$ cat src/rtl/hazard_pkg.sv
// Shared types and constants for the pipeline hazard control unit.
package hazard_pkg;

    // Width of architectural register indices
    localparam int unsigned REG_W = 5;

    // Memory-wait tracking FSM
    typedef enum logic [1:0] {
        RUN      = 2'b00,
        MEM_WAIT = 2'b01,
        ERROR    = 2'b10
    } state_t;

    // EX operand source encodings
    localparam logic [1:0] FWD_RF  = 2'b00;
    localparam logic [1:0] FWD_WB  = 2'b01;
    localparam logic [1:0] FWD_MEM = 2'b10;

    // Winning hazard condition for the current cycle, highest priority first
    typedef enum logic [2:0] {
        ACT_NONE     = 3'd0,
        ACT_ERROR    = 3'd1,
        ACT_MWAIT    = 3'd2,
        ACT_BRANCH   = 3'd3,
        ACT_LOAD_USE = 3'd4
    } action_t;

    // True when a later stage writes a non-zero register the EX operand reads
    function automatic logic rd_matches(
        input logic             reg_write,
        input logic [REG_W-1:0] rd_addr,
        input logic [REG_W-1:0] rs_addr
    );
        return reg_write && (rd_addr != '0) && (rd_addr == rs_addr);
    endfunction

endpackage

$ cat src/rtl/hazard_control_unit_fwd_select.sv
// Forwarding source select for one EX operand.
// MEM result is younger than WB, so it takes precedence.
module fwd_select
    import hazard_pkg::*;
(
    input  logic [REG_W-1:0] ex_rs_addr,
    input  logic [REG_W-1:0] mem_rd_addr,
    input  logic             mem_reg_write,
    input  logic [REG_W-1:0] wb_rd_addr,
    input  logic             wb_reg_write,
    output logic [1:0]       fwd_sel
);

    // Pick the youngest in-flight producer of the operand, else the regfile
    always_comb begin
        fwd_sel = FWD_RF;
        if (rd_matches(mem_reg_write, mem_rd_addr, ex_rs_addr)) begin
            fwd_sel = FWD_MEM;
        end else if (rd_matches(wb_reg_write, wb_rd_addr, ex_rs_addr)) begin
            fwd_sel = FWD_WB;
        end
    end

endmodule

$ cat src/rtl/hazard_control_unit.sv
// Pipeline hazard control: stall/flush for IF/ID, ID/EX, EX/MEM, MEM/WB,
// PC hold, EX forwarding selects, and data-memory wait/timeout tracking.
// Optional macro HAZARD_PERF_EN adds saturating performance counters for
// load-use stalls, memory-wait stall cycles and branch flushes.
module hazard_control_unit
    import hazard_pkg::*;
#(
    parameter int unsigned TIMEOUT_CYCLES = 16,
    parameter int unsigned CNT_W          = 32
) (
    input  logic             clk,
    input  logic             rst_n,
    input  logic [REG_W-1:0] id_rs1_addr,
    input  logic [REG_W-1:0] id_rs2_addr,
    input  logic             id_uses_rs1,
    input  logic             id_uses_rs2,
    input  logic [REG_W-1:0] ex_rs1_addr,
    input  logic [REG_W-1:0] ex_rs2_addr,
    input  logic [REG_W-1:0] ex_rd_addr,
    input  logic             ex_mem_read,
    input  logic             ex_branch_taken,
    input  logic [REG_W-1:0] mem_rd_addr,
    input  logic             mem_reg_write,
    input  logic [REG_W-1:0] wb_rd_addr,
    input  logic             wb_reg_write,
    input  logic             dmem_req,
    input  logic             dmem_ready,
    output logic             pc_stall,
    output logic             stall_if_id,
    output logic             flush_if_id,
    output logic             stall_id_ex,
    output logic             flush_id_ex,
    output logic             stall_ex_mem,
    output logic             flush_ex_mem,
    output logic             stall_mem_wb,
    output logic             flush_mem_wb,
    output logic [1:0]       fwd_a_sel,
    output logic [1:0]       fwd_b_sel,
`ifdef HAZARD_PERF_EN
    output logic [CNT_W-1:0] perf_load_use_cnt,
    output logic [CNT_W-1:0] perf_mem_stall_cnt,
    output logic [CNT_W-1:0] perf_flush_cnt,
`endif
    output logic             mem_timeout
);

    localparam int unsigned WCNT_W = $clog2(TIMEOUT_CYCLES + 1);
    localparam logic [WCNT_W-1:0] WCNT_LAST = WCNT_W'(TIMEOUT_CYCLES - 1);
    localparam logic [WCNT_W-1:0] WCNT_ONE  = WCNT_W'(1);

    state_t            state;
    logic [WCNT_W-1:0] wait_cnt;
    logic              mwait;
    logic              load_use;
    action_t           action;
    logic [1:0]        fwd_a_raw;
    logic [1:0]        fwd_b_raw;

    fwd_select u_fwd_a (
        .ex_rs_addr    (ex_rs1_addr),
        .mem_rd_addr   (mem_rd_addr),
        .mem_reg_write (mem_reg_write),
        .wb_rd_addr    (wb_rd_addr),
        .wb_reg_write  (wb_reg_write),
        .fwd_sel       (fwd_a_raw)
    );

    fwd_select u_fwd_b (
        .ex_rs_addr    (ex_rs2_addr),
        .mem_rd_addr   (mem_rd_addr),
        .mem_reg_write (mem_reg_write),
        .wb_rd_addr    (wb_rd_addr),
        .wb_reg_write  (wb_reg_write),
        .fwd_sel       (fwd_b_raw)
    );

    // Forwarding selects are combinational but held at the regfile source in reset
    always_comb begin
        fwd_a_sel = rst_n ? fwd_a_raw : FWD_RF;
        fwd_b_sel = rst_n ? fwd_b_raw : FWD_RF;
    end

    // Raw hazard conditions
    always_comb begin
        mwait = ((state == RUN) && dmem_req && !dmem_ready) ||
                ((state == MEM_WAIT) && !dmem_ready);
        load_use = ex_mem_read && (ex_rd_addr != '0) &&
                   ((id_uses_rs1 && (ex_rd_addr == id_rs1_addr)) ||
                    (id_uses_rs2 && (ex_rd_addr == id_rs2_addr)));
    end

    // Resolve which hazard wins this cycle; reset forces no action
    always_comb begin
        action = ACT_NONE;
        if (!rst_n) begin
            action = ACT_NONE;
        end else if (state == ERROR) begin
            action = ACT_ERROR;
        end else if (mwait) begin
            action = ACT_MWAIT;
        end else if (ex_branch_taken) begin
            action = ACT_BRANCH;
        end else if (load_use) begin
            action = ACT_LOAD_USE;
        end
    end

    // Decode the winning hazard into pipeline-register controls
    always_comb begin
        pc_stall     = 1'b0;
        stall_if_id  = 1'b0;
        flush_if_id  = 1'b0;
        stall_id_ex  = 1'b0;
        flush_id_ex  = 1'b0;
        stall_ex_mem = 1'b0;
        flush_ex_mem = 1'b0;
        stall_mem_wb = 1'b0;
        flush_mem_wb = 1'b0;
        case (action)
            ACT_ERROR: begin
                pc_stall     = 1'b1;
                stall_if_id  = 1'b1;
                stall_id_ex  = 1'b1;
                stall_ex_mem = 1'b1;
                stall_mem_wb = 1'b1;
            end
            ACT_MWAIT: begin
                // Freeze everything up to EX/MEM and feed a bubble into WB
                pc_stall     = 1'b1;
                stall_if_id  = 1'b1;
                stall_id_ex  = 1'b1;
                stall_ex_mem = 1'b1;
                flush_mem_wb = 1'b1;
            end
            ACT_BRANCH: begin
                flush_if_id = 1'b1;
                flush_id_ex = 1'b1;
            end
            ACT_LOAD_USE: begin
                pc_stall    = 1'b1;
                stall_if_id = 1'b1;
                flush_id_ex = 1'b1;
            end
            default: ;
        endcase
    end

    // Memory-wait FSM with timeout counter and sticky error flag
    always_ff @(posedge clk or negedge rst_n) begin
        if (!rst_n) begin
            state       <= RUN;
            wait_cnt    <= '0;
            mem_timeout <= 1'b0;
        end else begin
            case (state)
                RUN: begin
                    if (dmem_req && !dmem_ready) begin
                        state    <= MEM_WAIT;
                        wait_cnt <= WCNT_ONE;
                    end
                end
                MEM_WAIT: begin
                    if (dmem_ready) begin
                        state    <= RUN;
                        wait_cnt <= '0;
                    end else if (wait_cnt == WCNT_LAST) begin
                        state       <= ERROR;
                        mem_timeout <= 1'b1;
                    end else begin
                        wait_cnt <= wait_cnt + WCNT_ONE;
                    end
                end
                ERROR: begin
                    state <= ERROR;
                end
                default: begin
                    state    <= RUN;
                    wait_cnt <= '0;
                end
            endcase
        end
    end

`ifdef HAZARD_PERF_EN
    // Saturating counters of cycles in which each hazard was the winner
    always_ff @(posedge clk or negedge rst_n) begin
        if (!rst_n) begin
            perf_load_use_cnt  <= '0;
            perf_mem_stall_cnt <= '0;
            perf_flush_cnt     <= '0;
        end else begin
            if ((action == ACT_LOAD_USE) && (perf_load_use_cnt != '1)) begin
                perf_load_use_cnt <= perf_load_use_cnt + 1'b1;
            end
            if ((action == ACT_MWAIT) && (perf_mem_stall_cnt != '1)) begin
                perf_mem_stall_cnt <= perf_mem_stall_cnt + 1'b1;
            end
            if ((action == ACT_BRANCH) && (perf_flush_cnt != '1)) begin
                perf_flush_cnt <= perf_flush_cnt + 1'b1;
            end
        end
    end
`endif

endmodule

$ cat config.mk
export PLATFORM = sky130hd
export DESIGN_NAME = hazard_control_unit
export DESIGN_NICKNAME = d
export VERILOG_FILES = /design/src/rtl/hazard_pkg.sv /design/src/rtl/hazard_control_unit_fwd_select.sv /design/src/rtl/hazard_control_unit.sv
export SDC_FILE = /design/constraint.sdc
export NUM_CORES = 1
export LEC_CHECK = 0
export ABC_CLOCK_PERIOD_IN_PS = 2450
export CAP_MARGIN = 20
export CORE_ASPECT_RATIO = 0.9
export CORE_MARGIN = 4
export CORE_UTILIZATION = 37
export CTS_BUF_LIST = sky130_fd_sc_hd__clkbuf_4 sky130_fd_sc_hd__clkbuf_8 sky130_fd_sc_hd__clkbuf_16
export CTS_CLUSTER_SIZE = 10
export DETAILED_ROUTE_END_ITERATION = 10
export GPL_TIMING_DRIVEN = 0
export PLACE_DENSITY = 0.85
export SLEW_MARGIN = 40
export SYNTH_ARGS = -nofsm -noshare
export SYNTH_HDL_FRONTEND = slang
export SYNTH_HIERARCHICAL = 1
export SYNTH_SLANG_ARGS = --single-unit
$ cat constraint.sdc
create_clock -name clk -period 2.45 [get_ports clk]
set_input_delay 0.6125 -clock clk [delete_from_list [all_inputs] [get_ports clk]]
set_output_delay 0.6125 -clock clk [all_outputs]
set_load 0.1 [all_outputs]
; ---- After elaboration in Yosys (flattened, before gate mapping)
; Index checks and enable logic that the tools add are counted.
[op_classes]
addsub = 1
mul = 0
n_div = 0
order_cmp = 0
eq_ne = 16
n_shift = 0
n_mux = 25
bitwise_logic = 2
reduce_logical = 27
[op_table]
columns = cell, count
row1 = == test 5 bit, 6
row2 = 2-to-1 mux 3 bit, 5
row3 = 2-to-1 mux 5 bit, 3
row4 = case mux 5 bit (3 select lines), 1
row5 = nonzero test 5 bit, 3
row6 = logical AND 1 bit, 14
row7 = 2-to-1 mux 2 bit, 7
row8 = 2-to-1 mux 1 bit, 8
row9 = "== test 3 x 2 -> 1 bit, second input constant", 2
row10 = case mux 2 bit (3 select lines), 1
row11 = AND reduction 3 bit, 2
row12 = "adder 5 x 1 -> 5 bit, second input constant", 1
row13 = "== test 5 x 4 -> 1 bit, second input constant", 1
row14 = OR reduction 2 bit, 2
row15 = "== test 3 x 1 -> 1 bit, second input constant", 1
row16 = "== test 3 bit, second input constant", 1
row17 = "inequality test 3 x 2 -> 1 bit, second input constant", 1
row18 = "inequality test 3 bit, second input constant", 1
row19 = OR reduction 3 bit, 1
row20 = "== test 2 x 1 -> 1 bit, second input constant", 1
row21 = "== test 2 bit, second input constant", 1
row22 = logical NOT 2 bit, 1
row23 = logical OR 1 bit, 2
row24 = "inequality test 2 x 1 -> 1 bit, second input constant", 1
row25 = other kinds (3), 4
[totals]
regBits = 8
latchBits = 0
ramBits = 0
rom_bits = 0
inputBits = 45
out_inout_bits = 14
elab_cells = 74
n_memories = 0

; ---- Longest topological paths before layout
; Gate-level depths: netlist of run 1.
[depth]
ltp_word = 12
depth_mapped = 7

; ---- Modules after synthesis
; Netlist of run 1, hierarchy kept.
[by_module_without_submodules]
columns = module, instances, cells_per_inst, area_each_um2, seq_area_each_um2
row1 = hazard_control_unit, 1, 76, 656.9, 200.2
row2 = fwd_select, 2, 20, 151.4, 0.0

; ---- Worst setup path after synthesis of run 1
; No wires, ideal clock.
[synth_timing]
kind = input port to output port
start = input port ex_rd_addr[3]
end = output port stall_if_id
arrival_ns = 4.139
setup_slack_ns = -2.302
cell_stages = 5
path_buffers = 1
path_cell_list = xor2_1 > nor4_2 > a32oi_1 > o32ai_1 > buf_4
[synth_via]
elab_chain_len = 12
elab_cells_between_ends = 18
[synth_lines]
columns = element, line_no
row1 = from (decl), hazard_control_unit.sv:19  ; input logic [REG_W-1:0] ex_rd_addr,
row2 = == test 5 bit (on tied branches), "hazard_control_unit.sv:88, hazard_control_unit.sv:89"
row3 = logical AND 1 bit (on tied branches), "hazard_control_unit.sv:88, hazard_control_unit.sv:89"
row4 = logical OR 1 bit, hazard_control_unit.sv:88  ; ((id_uses_rs1 && (ex_rd_addr == id_rs1_addr)) ||
row5 = logical AND 1 bit (*), hazard_control_unit.sv:87  ; load_use = ex_mem_read && (ex_rd_addr != '0) &&
row6 = 2-to-1 mux 3 bit (*), hazard_control_unit.sv:103  ; end else if (load_use) begin
row7 = 2-to-1 mux 3 bit (*), hazard_control_unit.sv:101  ; end else if (ex_branch_taken) begin
row8 = 2-to-1 mux 3 bit (*), hazard_control_unit.sv:99  ; end else if (mwait) begin
row9 = 2-to-1 mux 3 bit (*), hazard_control_unit.sv:97  ; end else if (state == ERROR) begin
row10 = 2-to-1 mux 3 bit (*), hazard_control_unit.sv:95  ; if (!rst_n) begin
row11 = "== test 3 x 2 -> 1 bit, or another cell as far along", -
row12 = OR reduction 3 bit (no line) (*), -
row13 = 2-to-1 mux 1 bit (*), -
row14 = to (decl), hazard_control_unit.sv:29  ; output logic stall_if_id,
; Every way passes the cells marked *; elsewhere a longest branch is shown, timed or not.

; ---- Final worst setup path of run 1
[layout_timing]
start = input port ex_rd_addr[1]
end = output port stall_if_id
[layout_via]
elab_chain_len = 12
elab_cells_between_ends = 18
[layout_lines]
columns = element, line_no
row1 = == test 5 bit (on tied branches), "hazard_control_unit.sv:88, hazard_control_unit.sv:89"
row2 = logical AND 1 bit (on tied branches), "hazard_control_unit.sv:88, hazard_control_unit.sv:89"
row3 = logical OR 1 bit, hazard_control_unit.sv:88
row4 = logical AND 1 bit (*), hazard_control_unit.sv:87
row5 = 2-to-1 mux 3 bit (*), hazard_control_unit.sv:103
row6 = 2-to-1 mux 3 bit (*), hazard_control_unit.sv:101
row7 = 2-to-1 mux 3 bit (*), hazard_control_unit.sv:99
row8 = 2-to-1 mux 3 bit (*), hazard_control_unit.sv:97
row9 = 2-to-1 mux 3 bit (*), hazard_control_unit.sv:95
row10 = "== test 3 x 2 -> 1 bit, or another cell as far along", hazard_control_unit.sv:119  ; case (action)
row11 = OR reduction 3 bit (no line) (*), -
row12 = 2-to-1 mux 1 bit (*), hazard_control_unit.sv:119
; Marks and branches as above.

==> flow_summary.json, run 1 <==
{
  "drt_iter0_drc": 33,
  "drt_wl_cell_um": 15.5,
  "worst_skew_pair.late_latency_ns": 0.26,
  "hold_buffers": 0,
  "synth_edf_count": 0,
  "critical_path_arrival_ns": 1.99,
  "critical_path.endpoint_type": "output pin",
  "final.min_clock_period_ns": 2.60,
  "netlist_instances": 116,
  "timing.critical_path.slowest_stage_cell": "sky130_fd_sc_hd__nor4_2",
  "nets": 228,
  "rr_worst_depth": 6,
  "synthesis.area_per_instance_um2": 8.27,
  "dp_worst_setup_slack_ns": -0.781,
  "synthTopCellsByArea": "sky130_fd_sc_hd__dfrtp_1, sky130_fd_sc_hd__xor2_1, sky130_fd_sc_hd__xnor2_1",
  "placement_rows": 17,
  "n_antenna_cell": 0,
  "cts.reportedPaths.clkPinSlew_ns": 0.06,
  "drt_drc_violations_left": 0,
  "drive_gt1_share_pct": 41.9,
  "netlist_area_before_placement_um2": 960,
  "reg2reg_to": "wait_cnt[4]",
  "setup_viol": 3,
  "grt_antenna_before_repair": 0,
  "layout_worst_path_cycle_share_pct": 106,
  "fmax_mhz": 385,
  "num-fill-cells": 183,
  "start_kind": "primary input",
  "floorplan.die.width_um": 61.7,
  "maxCapViolCount": 0,
  "port_buffers": 57,
  "drt-total-wl_mm": 3.22,
  "grt_setup_unrepaired": "true",
  "place.detailed.hpwl_mm": 2.57,
  "final-hold-violation-count": 0,
  "synth_nets": 163,
  "cts_tree": "yes",
  "fin_setup_tns_ns": -0.322,
  "yosysTopAreaCell": "sky130_fd_sc_hd__dfrtp_1",
  "clk_path_buf_depth": 2,
  "worst_r2r_startpoint": "wait_cnt[0]",
  "post_route_setup_slack_ns": -0.150,
  "place.gp.congestion": 0.770,
  "postSynth.asyncResetShare_pct": 100,
  "hold_path.class": "in2async",
  "grt_pass1_vias": 1165,
  "synthToLayoutAreaGrowth_pct": 79.9,
  "cts_root_buf": "sky130_fd_sc_hd__clkbuf_4",
  "yosys_warnings": 6,
  "post-route-util_pct": 70.0,
  "r2r_setup_slack_ns": 0.63,
  "fin_worst_hold_slack_ns": 0.329,
  "synth_seq_cells": 8,
  "global_route.overflow_total": 0,
  "detailedRoute.firstPassIterationCount": 4,
  "place.detailed.instances": 201,
  "global_route_wire_length_before_repair_mm": 4.97,
  "num_io_pins": 59,
  "h_tree_depth": 1,
  "critical_path.cell_chain": "buf_8 > xor2_2 > nor4_2 > a32oi_2 > o32ai_4 > buf_6 > buf_12",
  "ir_drop_mv": 0.318,
  "finish.cell_count_without_fillers": 207,
  "status": "finished, violations left",
  "timing.critical_path.fanout_max": 3,
  "grt_start_max_net_pins": 17,
  "avgViaCountPerCell": 5.26,
  "worstSetupPathType": "in2out",
  "pwr_density_cell_mw_per_mm2": 315,
  "synthFlopType": "sky130_fd_sc_hd__dfrtp_1",
  "worstPathBufferInverterCount": 3,
  "cts_num_sinks": 8,
  "violations": "setup timing",
  "die-area_mm2": 0.00347,
  "cp.required_ns": 1.84,
  "core-area_mm2": 0.00247,
  "crit_path_max_incr_delay_ns": 0.33,
  "maxSlewViolCount": 0,
  "power_leakage_nw": 0.728,
  "synth_top_area_share_pct": 20.9,
  "skew_ns": 0.000476,
  "timing.critical_path.max_delay_family": "compound AO/OA/AOI/OAI gates",
  "route.antenna.remaining_nets": 0,
  "post_synth_num_cell_types": 34,
  "grt.total_usage_pct": 18.4,
  "vias": 1089,
  "die-height_um": 56.3,
  "numCtsBuffers": 3,
  "synth.yosys.seq_area_share_pct": 20.9,
  "initial_utilization_pct": 38.9
}
## per-layer routing
| layer | vias to the layer above | GRT usage [%] | share of wire [%] |
|---|---|---|---|
| met4 | 0 | 4.55 | 1.4 |
| met2 | 37 | 34.7 | 56 |
| met3 | 5 | 1.61 | 4.6 |
| li1 | 540 | - | - |
| met1 | 507 | 21.3 | 38 |
| met5 | - | 0 | 0 |
## through the flow
stage          power [W]  area (um^2)
4_1_cts         0.000537         1720
5_1_grt         0.000571         1730
2_1_floorplan   0.000305         1020
3_3_place_gp    0.000422         1630
3_5_place_dp    0.000424         1560
6_report        0.000544         1730
## synth_stat cells, types with 4 or more instances
master                    count
sky130_fd_sc_hd__nor2_1       7
sky130_fd_sc_hd__a21oi_1      4
sky130_fd_sc_hd__o22ai_1      4
sky130_fd_sc_hd__xor2_1      15
sky130_fd_sc_hd__nand3_1      6
sky130_fd_sc_hd__nand2_1     12
sky130_fd_sc_hd__dfrtp_1      8
sky130_fd_sc_hd__nor4_1       4
sky130_fd_sc_hd__and2_1       4
sky130_fd_sc_hd__xnor2_1     13
sky130_fd_sc_hd__nor3_1       5
sky130_fd_sc_hd__buf_4        4
## how the worst max path moves through the flow
| stage | startpoint | end | slack [ns] | cells after the start |
|---|---|---|---|---|
| 2_1_floorplan | ex_rd_addr[3] | stall_if_id | -0.56 | 5 |
| 4_1_cts | id_rs1_addr[3] | stall_if_id | -0.17 | 7 |
| 5_1_grt | ex_rd_addr[1] | stall_if_id | -0.19 | 7 |
| 3_3_place_gp | ex_rd_addr[3] | stall_if_id | -1.45 | 7 |
| 3_5_place_dp | ex_rd_addr[1] | stall_if_id | -0.78 | 7 |
| 6_report | ex_rd_addr[1] | stall_if_id | -0.15 | 7 |
## state kept, by name, indices dropped and copies added (netlist names)
name / cells
wait_cnt: 5
state: 2
mem_timeout: 1
## power by group
part | switching, W | internal, W | total, W
Combinational | 0.000164 | 0.000126 | 0.000289
Clock | 0.0000498 | 0.0000564 | 0.000106
Sequential | 0.00000856 | 0.000140 | 0.000149
## cells in the final DEF (no fill, tap or decap), types with 3 or more instances in the layout
| master | instances |
|---|---|
| sky130_fd_sc_hd__xor2_1 | 14 |
| sky130_fd_sc_hd__xnor2_1 | 12 |
| sky130_fd_sc_hd__nand2_1 | 12 |
| sky130_fd_sc_hd__clkbuf_2 | 10 |
| sky130_fd_sc_hd__buf_2 | 9 |
| sky130_fd_sc_hd__buf_6 | 8 |
| sky130_fd_sc_hd__dfrtp_1 | 8 |
| sky130_fd_sc_hd__buf_4 | 7 |
| sky130_fd_sc_hd__nand3_1 | 6 |
| sky130_fd_sc_hd__clkdlybuf4s15_1 | 6 |
| sky130_fd_sc_hd__dlygate4sd2_1 | 6 |
| sky130_fd_sc_hd__buf_12 | 6 |
| sky130_fd_sc_hd__nor3_1 | 5 |
| sky130_fd_sc_hd__clkdlybuf4s50_1 | 5 |
| sky130_fd_sc_hd__and2_4 | 4 |
| sky130_fd_sc_hd__o22ai_1 | 4 |
| sky130_fd_sc_hd__a21oi_1 | 4 |
| sky130_fd_sc_hd__clkbuf_4 | 4 |
| sky130_fd_sc_hd__nor2_2 | 3 |
| sky130_fd_sc_hd__nor4_2 | 3 |
## worst register-to-register path: stages, from the launching register on
cell and delay [ns]:
sky130_fd_sc_hd__dfrtp_1 0.41, sky130_fd_sc_hd__ha_1 0.19, sky130_fd_sc_hd__and3_1 0.15, sky130_fd_sc_hd__ha_1 0.13, sky130_fd_sc_hd__clkbuf_1 0.31, sky130_fd_sc_hd__mux2_2 0.38, sky130_fd_sc_hd__o22ai_1 0.16
## kinds of logic (layout without fill, tap and decap cells)
logic type                 count (synthesis)  in the layout  synth area share [%]
adders and majority gates                  2              2                  2.61
DFF                                        8              8                  20.9
xor gates and xnor gates                  28             28                  25.6
muxes                                      2              2                  2.22
buffers and inverters                      7             70                  4.30
and+or+nand+nor                           50             50                  28.0
AOI/OAI and AO/OA                         18             18                  16.0
other                                      1              1                 0.391
## what timing repair did
action	in CTS	in global routing
pin swaps	33	21
gates resized for setup	134	37
buffers inserted	2	1
setup endpoints to repair	12	9
## layout make-up
type / count / area [um^2] / share of cell area [%]
flip-flops and latches: 8 / 200 / 11.6
clock buffers: 3 / 22.5 / 1.30
well taps: 28 / 35.0 / 2.03
plain buffers: 5 / 45.0 / 2.61
multi-input cells: 101 / 855 / 49.5
repair buffers: 60 / 562 / 32.5
inverters: 2 / 7.51 / 0.435
No activity file was read; power rests on OpenSTA's default activity.
==> inputs of run 2 (changes only) <==
--- a/config.mk
+++ b/config.mk
@@ -7,14 +7,16 @@
 export LEC_CHECK = 0
 export ABC_CLOCK_PERIOD_IN_PS = 2450
 export CAP_MARGIN = 20
+export CELL_PAD_IN_SITES_DETAIL_PLACEMENT = 0
+export CELL_PAD_IN_SITES_GLOBAL_PLACEMENT = 1
 export CORE_ASPECT_RATIO = 0.9
 export CORE_MARGIN = 4
-export CORE_UTILIZATION = 37
+export CORE_UTILIZATION = 25
 export CTS_BUF_LIST = sky130_fd_sc_hd__clkbuf_4 sky130_fd_sc_hd__clkbuf_8 sky130_fd_sc_hd__clkbuf_16
 export CTS_CLUSTER_SIZE = 10
 export DETAILED_ROUTE_END_ITERATION = 10
 export GPL_TIMING_DRIVEN = 0
-export PLACE_DENSITY = 0.85
+export PLACE_DENSITY = 0.84
 export SLEW_MARGIN = 40
 export SYNTH_ARGS = -nofsm -noshare
 export SYNTH_HDL_FRONTEND = slang
==> flow_summary.json, run 2 (synthesis results as in run 1) <==
{
  "status": "finished, violations left",
  "violations": "setup timing",
  "largest_reg_flops": 5,
  "worst_skew_pair.late_latency_ns": 0.23,
  "worstPathBufferInverterCount": 3,
  "critical_path.endpoint_type": "output pin",
  "initial_utilization_pct": 25.9,
  "fin_worst_hold_slack_ns": 0.269,
  "crit_path_max_incr_delay_ns": 0.32,
  "nets": 229,
  "layout.cells.most_common_list": "sky130_fd_sc_hd__xor2_1, sky130_fd_sc_hd__xnor2_1, sky130_fd_sc_hd__nand2_1",
  "global_route_wire_length_before_repair_mm": 5.15,
  "num_io_pins": 59,
  "crit_path_frequent_cell": "sky130_fd_sc_hd__buf_6",
  "ir_drop_mv": 0.314,
  "clk_path_buf_depth": 2,
  "report.power.total_w": 0.000605,
  "pwr-share-seq_pct": 24.6,
  "vias": 1110,
  "cts_root_buf": "sky130_fd_sc_hd__clkbuf_8",
  "hold_path.class": "in2async",
  "dp_worst_setup_slack_ns": -0.803,
  "drive_gt1_share_pct": 45.6,
  "fmax_mhz": 385,
  "grt_start_max_net_pins": 17,
  "grt_setup_unrepaired": "true",
  "h_tree_depth": 1,
  "start_kind": "primary input",
  "core-area_mm2": 0.00370,
  "drt_drc_violations_left": 0,
  "cts.reportedPaths.clkPinSlew_ns": 0.04,
  "grt_pass1_vias": 1128,
  "pwr_density_cell_mw_per_mm2": 336,
  "timing.critical_path.slowest_stage_cell": "sky130_fd_sc_hd__nor4_2",
  "avgViaCountPerCell": 4.91,
  "maxCapViolCount": 0,
  "cts_tree": "yes",
  "drt-total-wl_mm": 3.29,
  "critical_path_arrival_ns": 1.98,
  "critical_path.cell_chain": "buf_6 > xor2_2 > nor4_2 > a32oi_2 > o32ai_4 > buf_6 > buf_12",
  "share_clk_of_total_power_pct": 25.8,
  "drt_iter0_drc": 53,
  "die-area_mm2": 0.00490,
  "top_regs": "wait_cnt x5, state x2, mem_timeout x1",
  "cell_internal_pwr_w": 0.000379,
  "worstSetupPathType": "in2out",
  "rr_worst_depth": 6,
  "combinationalPowerShare_pct": 49.5,
  "port_buffers": 57,
  "maxSlewViolCount": 0,
  "place.detailed.hpwl_mm": 2.58,
  "netSwitchingFraction_pct": 37.4,
  "timing.critical_path.fanout_max": 2,
  "final-hold-violation-count": 0,
  "cp.required_ns": 1.84,
  "die-height_um": 66.8,
  "max_flop_register": "wait_cnt",
  "synthToLayoutAreaGrowth_pct": 87.7,
  "layout_worst_path_cycle_share_pct": 106,
  "detailedRoute.firstPassIterationCount": 4,
  "post_route_setup_slack_ns": -0.146,
  "numCtsBuffers": 3,
  "cts_num_sinks": 8,
  "floorplan.die.width_um": 73.3,
  "num-fill-cells": 348,
  "n_antenna_cell": 0,
  "global_route.overflow_total": 0,
  "place.gp.congestion": 0.842,
  "route.antenna.remaining_nets": 0,
  "grt_antenna_before_repair": 0,
  "skew_ns": 0.00308,
  "final.min_clock_period_ns": 2.60,
  "switching_power_w": 0.000226,
  "critical_path_cell_count": 7,
  "grt.total_usage_pct": 13.2,
  "placement_rows": 21,
  "power_leakage_nw": 0.752,
  "drt_wl_cell_um": 14.6,
  "timing.critical_path.max_delay_family": "compound AO/OA/AOI/OAI gates",
  "setup_viol": 3
}
run 2: stage by stage:
step	utilization [%]	instances	setup TNS (ns)	cell area (um^2)
6_report	48.6	226	-0.309	1800
5_1_grt	48.6	226	-0.544	1800
4_1_cts	47.5	225	-0.404	1760
3_5_place_dp	42.8	219	-7.35	1590
3_3_place_gp	44.5	219	-15.45	1650
2_1_floorplan	-	116	-1.16	1020
run 2: timing repair:
action,in CTS,in global routing
endpoints found under the hold margin,0,0
buffers inserted,3,1
setup endpoints to repair,12,10
hold buffers,0,0
pin swaps,31,19
resized for setup,132,46
run 2: layout make-up:
cell class	instances	area [um^2]	area share, %
plain buffers	5	45.0	2.50
clock buffers	3	41.3	2.29
inverters	2	7.51	0.417
multi-input cells	101	885	49.1
flip-flops and latches	8	200	11.1
well taps	46	57.6	3.19
repair buffers	61	566	31.4
run 2: power by group through the flow:
| stage | sequential [W] | combinational (W) | clock [W] |
|---|---|---|---|
| 5_1_grt | 0.000150 | 0.000320 | 0.000172 |
| 3_3_place_gp | 0.000151 | 0.000274 | 0 |
| 3_5_place_dp | 0.000151 | 0.000273 | 0 |
| 2_1_floorplan | 0.000149 | 0.000156 | 0 |
| 4_1_cts | 0.000149 | 0.000284 | 0.000160 |
| 6_report | 0.000149 | 0.000300 | 0.000156 |
run 2: worst paths after layout:
check                                from           to  slack [ns]
max                        id_rs1_addr[3]  stall_if_id       -0.15
min                                 rst_n  wait_cnt[1]        0.27
max reg2reg                   wait_cnt[0]  wait_cnt[4]        0.65
min reg2reg                   mem_timeout  mem_timeout        0.47
max in group asynchronous           rst_n  mem_timeout        1.94
min in group clk              mem_timeout  mem_timeout        0.47
run 2: metal layers:
metal  up-vias  global-route usage [%]  share of wire (%)
li1        540                       -                  -
met1       531                    16.3                 39
met2        33                    23.9                 56
met3         6                    2.11                3.6
met4         0                    2.71               0.67
met5         -                       0                  0
run 2: worst reg2reg max path: stages, from the launching register on:
cell                       delay [ns]
sky130_fd_sc_hd__dfrtp_1         0.41
sky130_fd_sc_hd__ha_1            0.18
sky130_fd_sc_hd__and3_1          0.15
sky130_fd_sc_hd__ha_1            0.13
sky130_fd_sc_hd__clkbuf_1        0.29
sky130_fd_sc_hd__mux2_2          0.38
sky130_fd_sc_hd__o22ai_1         0.17
==> inputs of run 3 (changes only) <==
--- a/config.mk
+++ b/config.mk
@@ -7,11 +7,11 @@
 export LEC_CHECK = 0
 export ABC_CLOCK_PERIOD_IN_PS = 2450
 export CAP_MARGIN = 20
-export CELL_PAD_IN_SITES_DETAIL_PLACEMENT = 0
-export CELL_PAD_IN_SITES_GLOBAL_PLACEMENT = 1
+export CELL_PAD_IN_SITES_DETAIL_PLACEMENT = 1
+export CELL_PAD_IN_SITES_GLOBAL_PLACEMENT = 2
 export CORE_ASPECT_RATIO = 0.9
-export CORE_MARGIN = 4
-export CORE_UTILIZATION = 25
+export CORE_MARGIN = 2
+export CORE_UTILIZATION = 19
 export CTS_BUF_LIST = sky130_fd_sc_hd__clkbuf_4 sky130_fd_sc_hd__clkbuf_8 sky130_fd_sc_hd__clkbuf_16
 export CTS_CLUSTER_SIZE = 10
 export DETAILED_ROUTE_END_ITERATION = 10
==> flow_summary.json, run 3 (synthesis results as in run 1) <==
{
  "status": "finished, violations left",
  "violations": "setup timing",
  "vias": 1083,
  "drt_iter0_drc": 13,
  "cts_num_sinks": 8,
  "h_tree_depth": 1,
  "final-hold-violation-count": 0,
  "drt_wl_cell_um": 13.4,
  "worst_skew_pair.late_latency_ns": 0.23,
  "worstPathBufferInverterCount": 3,
  "cp.required_ns": 1.84,
  "critical_path_arrival_ns": 1.98,
  "post_route_setup_slack_ns": -0.138,
  "detailedRoute.firstPassIterationCount": 2,
  "r2r_setup_slack_ns": 0.65,
  "worstSetupPathType": "in2out",
  "share_clk_of_total_power_pct": 26.8,
  "synthToLayoutAreaGrowth_pct": 85.3,
  "cts_tree": "yes",
  "nets": 228,
  "top_regs": "wait_cnt x5, state x2, mem_timeout x1",
  "final.min_clock_period_ns": 2.59,
  "global_route_wire_length_before_repair_mm": 5.24,
  "drt_drc_violations_left": 0,
  "hold_buffers": 0,
  "layout.cells.most_common_list": "sky130_fd_sc_hd__buf_2, sky130_fd_sc_hd__xnor2_1, sky130_fd_sc_hd__xor2_1, sky130_fd_sc_hd__nand2_1",
  "initial_utilization_pct": 19.7,
  "avgViaCountPerCell": 4.44,
  "critical_path.cell_chain": "clkdlybuf4s50_1 > xnor2_1 > a32oi_2 > o32ai_4 > buf_6 > buf_12",
  "maxCapViolCount": 0,
  "mostFrequentLayoutCell": "sky130_fd_sc_hd__buf_2",
  "grt_pass1_vias": 1139,
  "port_buffers": 57,
  "combinationalPowerShare_pct": 48.2,
  "grt_start_max_net_pins": 17,
  "fin_setup_tns_ns": -0.326,
  "die-height_um": 71.4,
  "global_route.overflow_total": 0,
  "numCtsBuffers": 3,
  "max_flop_register": "wait_cnt",
  "switching_power_w": 0.000224,
  "clk_path_buf_depth": 2,
  "skew_ns": 0.00167,
  "reg2reg_to": "wait_cnt[3]",
  "grt.total_usage_pct": 11.5,
  "n_antenna_cell": 0,
  "critical_path.endpoint_type": "output pin",
  "cts_root_buf": "sky130_fd_sc_hd__clkbuf_8",
  "register_area_um2": 200,
  "hold_path.class": "in2async",
  "grt_antenna_before_repair": 0,
  "ir_drop_mv": 0.234,
  "place.detailed.hpwl_mm": 2.62,
  "rr_worst_depth": 7,
  "pwr-share-seq_pct": 25.0,
  "worst_r2r_startpoint": "wait_cnt[0]",
  "cell_internal_pwr_w": 0.000373,
  "die-area_mm2": 0.00564,
  "start_kind": "primary input",
  "maxSlewViolCount": 0,
  "layout_worst_path_cycle_share_pct": 106,
  "setup_viol": 3,
  "placement_rows": 24,
  "grt_setup_unrepaired": "true",
  "place.gp.congestion": 0.752,
  "multiInputGateArea_um2": 858,
  "crit_path_max_incr_delay_ns": 0.47,
  "timing.critical_path.fanout_max": 2,
  "route.antenna.remaining_nets": 0,
  "fmax_mhz": 386,
  "num-fill-cells": 573,
  "floorplan.die.width_um": 78.9,
  "core-area_mm2": 0.00486,
  "drt-total-wl_mm": 3.28,
  "largest_reg_flops": 5,
  "timing.critical_path.max_delay_family": "buffers and inverters",
  "drive_gt1_share_pct": 46.4,
  "fin_worst_hold_slack_ns": 0.274,
  "pwr_density_cell_mw_per_mm2": 335,
  "timing.critical_path.slowest_stage_cell": "sky130_fd_sc_hd__clkdlybuf4s50_1",
  "cts.reportedPaths.clkPinSlew_ns": 0.04,
  "netSwitchingFraction_pct": 37.5,
  "power_leakage_nw": 0.727,
  "num_io_pins": 59
}
-- run 3: changes by cell type in the layout (fill, tap and decap cells not counted), sizes merged --
cell and delta:
buf +4, clkbuf -2, clkdlybuf4s15 -1, dlygate4sd2 -1
dlymetal6s2s -1
-- run 3: area by class of cell --
type / count / share of cell area [%]
Buffer: 5 / 2.53
Clock buffer: 3 / 2.32
Inverter: 2 / 0.422
Multi-Input combinational cell: 101 / 48.3
Sequential cell: 8 / 11.3
Tap cell: 65 / 4.57
Timing Repair Buffer: 60 / 30.6
-- run 3: worst reg2reg max path: stages, from the launching register on --
cell and delay (ns):
sky130_fd_sc_hd__dfrtp_1 0.42, sky130_fd_sc_hd__ha_1 0.22, sky130_fd_sc_hd__and3_1 0.15, sky130_fd_sc_hd__ha_1 0.17, sky130_fd_sc_hd__clkbuf_1 0.20, sky130_fd_sc_hd__nand4b_1 0.25, sky130_fd_sc_hd__xor2_1 0.16, sky130_fd_sc_hd__o22ai_1 0.16
-- run 3: metrics by stage --
stage	total power [W]	area (um^2)	setup WS (ns)	instances	utilization (%)
global placement	0.000430	1670	-1.52	238	34.4
CTS	0.000594	1750	-0.212	242	35.9
floorplan	0.000305	1020	-0.565	116	-
detailed placement	0.000426	1610	-0.795	238	33.1
global route	0.000632	1780	-0.217	244	36.5
finish	0.000596	1780	-0.138	244	36.5
-- run 3: worst max path at each step --
| stage | startpoint | to | slack (ns) | depth (start not counted) |
|---|---|---|---|---|
| after floorplan | ex_rd_addr[3] | stall_if_id | -0.56 | 5 |
| after global placement | ex_rd_addr[3] | stall_if_id | -1.52 | 7 |
| after detailed placement | ex_rd_addr[3] | stall_if_id | -0.80 | 7 |
| after CTS | id_rs1_addr[0] | stall_if_id | -0.21 | 7 |
| after global routing | id_rs1_addr[0] | stall_if_id | -0.22 | 7 |
| final | id_rs1_addr[2] | stall_if_id | -0.14 | 6 |
-- run 3: per-layer routing --
metal | track usage (%) | vias up | share of wire [%]
li1 | - | 539 | -
met1 | 14.7 | 514 | 45
met2 | 20.0 | 27 | 49
met3 | 2.02 | 3 | 4.6
met4 | 2.87 | 0 | 0.85
met5 | 0 | - | 0
-- run 3: power groups by stage --
stage / clock [W] / combinational (W) / sequential [W]
finish: 0.000160 / 0.000287 / 0.000149
global route: 0.000171 / 0.000310 / 0.000151
CTS: 0.000165 / 0.000280 / 0.000149
detailed placement: 0 / 0.000275 / 0.000151
global placement: 0 / 0.000280 / 0.000151
floorplan: 0 / 0.000156 / 0.000149
-- run 3: timing repair --
action / 4_1_cts / 5_1_grt
pin swaps: 30 / 18
resized for setup: 149 / 33
endpoints found under the setup margin: 12 / 8
setup buffers: 1 / 2
endpoints found under the hold margin: 0 / 0
